**src/rtl/act_pkg.sv**
```systemverilog
// act_pkg: shared constants and state type for the activation stream reader.
package act_pkg;
   localparam int ACT_DATA_WIDTH = 16;
   localparam int ACT_NUM_ELEMENTS = 16;
   localparam int ACT_IDX_W = $clog2(ACT_NUM_ELEMENTS);
   typedef enum logic {IDLE, STREAM} act_stream_state_t;
endpackage

```
**src/rtl/act_rise_detect.sv**
```systemverilog
// act_rise_detect: registered rising-edge detector for level-held done signals.
module act_rise_detect #(
   parameter logic RESET_VAL = 1'b0
) (
   input  logic clk,
   input  logic reset,
   input  logic level,
   output logic rise
);
   logic level_q;
   always_ff @(posedge clk)
      if (reset) level_q <= RESET_VAL;
      else level_q <= level;
   assign rise = level & ~level_q;
endmodule

```
**src/rtl/act_stream_out.sv**
```systemverilog
// act_stream_out: captures a packed result vector on done rise and streams it one element per beat.
// Optional ACT_STREAM_PERF_EN adds saturating stall_cnt and vec_cnt outputs.
module act_stream_out
   import act_pkg::*;
#(
   parameter int NUM_ELEMENTS = ACT_NUM_ELEMENTS,
   parameter int DATA_WIDTH = ACT_DATA_WIDTH,
   localparam int IW = $clog2(NUM_ELEMENTS)
) (
   input  logic                               clk,
   input  logic                               reset,
   input  logic [NUM_ELEMENTS*DATA_WIDTH-1:0] in_vec,
   input  logic                               in_done,
   output logic [DATA_WIDTH-1:0]              out_data,
   output logic                               out_valid,
   input  logic                               out_ready,
   output logic                               out_last,
   output logic [IW-1:0]                      out_index,
   output logic                               busy,
   output logic                               vec_done,
   output logic                               overflow,
   input  logic                               clear_err
`ifdef ACT_STREAM_PERF_EN
   ,
   output logic [31:0]                        stall_cnt,
   output logic [15:0]                        vec_cnt
`endif
);
   act_stream_state_t state, state_n;
   logic [NUM_ELEMENTS*DATA_WIDTH-1:0] buf_q;
   logic [IW-1:0] index;
   logic load, fire, last, final_beat;
   // Reset value 1 so a done already high at reset release is not taken as a new vector.
   act_rise_detect #(.RESET_VAL(1'b1)) u_rise (
      .clk(clk), .reset(reset), .level(in_done), .rise(load)
   );
   always_comb begin
      busy = state == STREAM;
      last = index == IW'(NUM_ELEMENTS - 1);
      fire = busy & out_ready;
      final_beat = fire & last;
      out_valid = busy;
      out_index = index;
      out_last = busy & last;
      out_data = busy ? buf_q[32'(index) * DATA_WIDTH +: DATA_WIDTH] : '0;
      state_n = (state == IDLE) ? (load ? STREAM : IDLE) : ((final_beat & ~load) ? IDLE : STREAM);
   end
   always_ff @(posedge clk)
      if (reset) state <= IDLE;
      else state <= state_n;
   always_ff @(posedge clk)
      if (reset) begin
         buf_q <= '0;
         index <= '0;
         vec_done <= 1'b0;
         overflow <= 1'b0;
      end else begin
         vec_done <= final_beat;
         if (load & (~busy | final_beat)) begin
            buf_q <= in_vec;
            index <= '0;
         end else if (fire) index <= last ? '0 : index + 1'b1;
         if (load & busy & ~final_beat) overflow <= 1'b1;
         else if (clear_err) overflow <= 1'b0;
      end
`ifdef ACT_STREAM_PERF_EN
   always_ff @(posedge clk)
      if (reset) begin
         stall_cnt <= '0;
         vec_cnt <= '0;
      end else begin
         if (out_valid & ~out_ready & ~&stall_cnt) stall_cnt <= stall_cnt + 1'b1;
         if (vec_done & ~&vec_cnt) vec_cnt <= vec_cnt + 1'b1;
      end
`endif
endmodule

```
**config.mk**
```make
export PLATFORM = sky130hd
export DESIGN_NAME = act_stream_out
export DESIGN_NICKNAME = d
export VERILOG_FILES = /design/src/rtl/act_pkg.sv /design/src/rtl/act_rise_detect.sv /design/src/rtl/act_stream_out.sv
export SDC_FILE = /design/constraint.sdc
export NUM_CORES = 1
export LEC_CHECK = 0
export ABC_AREA = 0
export ABC_CLOCK_PERIOD_IN_PS = 1500
export BUFFER_PORTS_ARGS = -buffer_cell sky130_fd_sc_hd__buf_2
export CORE_ASPECT_RATIO = 0.6
export CORE_MARGIN = 4
export CORE_UTILIZATION = 48
export CTS_CLUSTER_SIZE = 8
export DETAILED_ROUTE_END_ITERATION = 7
export PLACE_DENSITY = 0.76
export SYNTH_ARGS = -nofsm -noshare
export SYNTH_HDL_FRONTEND = slang
export SYNTH_SLANG_ARGS = --single-unit
```
**constraint.sdc**
```tcl
create_clock -name clk -period 1.5 [get_ports clk]
set_input_delay 0.3 -clock clk [delete_from_list [all_inputs] [get_ports clk]]
set_output_delay 0.3 -clock clk [all_outputs]
set_load 0.03 [all_outputs]
```
==> results.md <==
- Initial Utilization: 0.488
- Total number of vias: around 14,000
- Placer Congestion: roughly 0.95
- Final period utilization: 1.81
- Critical Path AT: 2.41 ns
- Main combinational cell family by area after synthesis: simple AND/OR/NAND/NOR gates
- Most common cell after layout, fill and taps aside: nand2_1
- Worst-margin pin slew: between 0.7 and 0.8 ns
- LEAKAGE: about 7.7 nW
- Area of the multi-input gates: 8200 um2
- Reg area: approximately 5300 um2
- Die footprint: 26,100 um2
- Post-Synth XOR/XNOR Area: 0.000778
- Antenna violations before repair: 11
- Via density: roughly 6.4
- RSZ-0062 raised after global routing: true
- Worst-path cell with the longest stage delay: mux2i_1
- Failing checks: setup timing
- Max-slew violations: 0
- IR drop worst, VDD: about 0.8 mV
- EDFF count, synth: 0
- Compound-gate portion of the synthesized area: 0.168
- Syn_nets: about 1,700
- Core ar.: ~23,000 um2
- Commonest non-fill, non-tap cells in the layout: nand2_1, buf_2, dfxtp_1
- Post-layout nets: ~2,100
- Asr flop ratio synth: 0
- CP Max Fanout: 15
- Post-synthesis simple-gate area fraction: 0.196
- Post-synth top area share: 0.469
- Rel. slew slack: 0.529
- RR Startpoint: out_index[0]
- HP Class: primary input to register
- Top cells by area in the synthesized netlist: dfxtp_1, nand2_1, a21oi_1
- Layout area overhead: 76.3%
- Placed Cells: about 2,000
- Clock Path Buffers: 3
- Flop and latch count out of synthesis: 264
- Leading area contributor after synthesis: dfxtp_1
- Place WS: -0.748 ns
- Worst Clk Skew: 0.0247 ns
- # fillers: roughly 980
- Final setup viols: around 290
- Worst setup SP type: register
- Netlist cell types: 30
- Run status: finished, violations left
- Height of the chip: between 100 and 150 um
- 1st-iter DRT viols: approximately 2,000
- Crit path largest cell delay: ~0.56 ns
- Die width: 206 um
- Adder-cell share of the synthesized area: 0.00111
- Port Buf Inserts: approximately 290
- DR pass1 iterations: 6
- Worst-path clk slew: around 0.060 ns
- Finished Layout Cells: 2,181
- Seq/Total Area, Yosys: 0.469
- Layout cells sized above 1: 0.568
- Final worst setup slack: -1.21 ns
- Critical path capture point type: output pin
- Power density over the cells: between 900 and 1000 nW/um2
- Final Hold Viols: 0
- Max Fclk: between 300 and 400 MHz
- Synth warnings: 0
- Synth Instances: about 1,400
- # DRC: 0
- GR Util All Layers: 0.316
- GRT Residual Overflow: 0
- CP required: between 1 and 1.5 ns
- Worst-Skew Late Latency: between 0.5 and 0.6 ns
- Maximum level of the CTS H-tree: 2
- MaxCap Viol Count: 0
- Largest net degree at the start of global routing: 60
- CTS Root Buffer Type: clkbuf_16
- Vias in the first global route: 11,500
- Mux cell area share after synthesis: 0.115
- Hold path start: in_vec[127]
- CP cell instances: buf_12 > mux2i_1 > a22oi_1 > nand2_1 > o22ai_4 > buf_6
- Clock sinks: ~260
- Routed WL: approximately 60,000 um
- Worst Setup SP: out_index[2]
- Clock period minus worst slack: roughly 2.7 ns
- Post-detailed-route count of antenna-violating nets: 0
- Ports: 286
- Post-DR wirelength/cell: about 28 um
- Mapped Area: between 10,000 and 15,000 um2
- Mean Syn Cell Area: around 7.9 um2
- Setup Crit Path Kind: register to output pin
- Power Total: about 18 mW
- CTS Buf Count: 38
- Ys flop type: dfxtp_1
- HPWL after DPL: 29,300 um
- Site Rows: 43
- CTS tree: done
- First-pass GRT wire length: 63,800 um
==> registers in the layout, summed over array words and instances, names as in the netlist <==
signal,flops
out_index,4
buf_q,256
busy,1
vec_done,1
u_rise.level_q,1
overflow,1
==> routing by layer <==
metal  GRT usage  part of all wire
met1       0.456              0.36
met2       0.464              0.43
met3      0.0851              0.14
met4      0.0968             0.065
met5           0           0.00075
==> critical path: cells and delay by family (launching register included) <==
kind,cells,cell delay (ns)
muxes,1,0.56
DFF,1,0.48
buffers and inverters,2,0.36
AOI/OAI and AO/OA,2,0.29
and+or+nand+nor,1,0.16
==> power by group <==
part | switching [mW] | internal, mW
Combinational | 1.46 | 1.23
Clock | 3.24 | 4.58
Sequential | 0.209 | 7.25
==> per-stage QoR <==
stage	hold WS, ns	instance area [um2]	TNS [ns]	util
2_1_floorplan	0.407	11700	-23.22	-
5_1_grt	0.0142	19800	-169.92	0.860
6_report	0.00778	19900	-168.52	0.860
3_5_place_dp	0.446	14100	-132.78	0.609
3_3_place_gp	0.441	14100	-116.67	0.609
4_1_cts	0.00108	16300	-124.56	0.707
==> final cells by class <==
type                            count  area share
Antenna cell                        9     0.00113
Clock inverter                      1    0.000441
Sequential cell                   264       0.267
Multi-Input combinational cell   1049       0.413
Timing Repair Buffer              501       0.249
Clock buffer                       41      0.0495
Tap cell                          315      0.0199
Inverter                            1    0.000189
==> cells in the mapped netlist, types with 5 or more instances <==
library cell,count
a22oi_1,60
nor3_1,5
buf_4,15
nand2_1,546
dfxtp_1,264
clkbuf_1,56
o22ai_1,16
mux2i_1,125
nor2b_1,5
a21oi_1,260
buf_2,44
==> final timing paths <==
check	to	slack, ns	depth (start not counted)
worst max register to register	buf_q[126]	-0.80	9
worst max-delay path	out_data[15]	-1.21	6
worst min-delay path	buf_q[127]	0.008	3
worst min register to register	buf_q[32]	0.46	2
==> timing repair <==
item,CTS,global route
gates cloned,18,50
hold buffers,1,0
endpoints found under the setup margin,285,286
buffers inserted,17,16
gates resized for setup,159,635
pin swaps,18,266
hold endpoints to repair,1,0
==> logic make-up after synthesis <==
family / after synthesis
simple gates: 574
compound gates: 341
flops: 264
mux: 127
buf+inv: 119
xor+xnor: 1
fa+ha+maj: 1
Power figures use the tool's default switching activity.
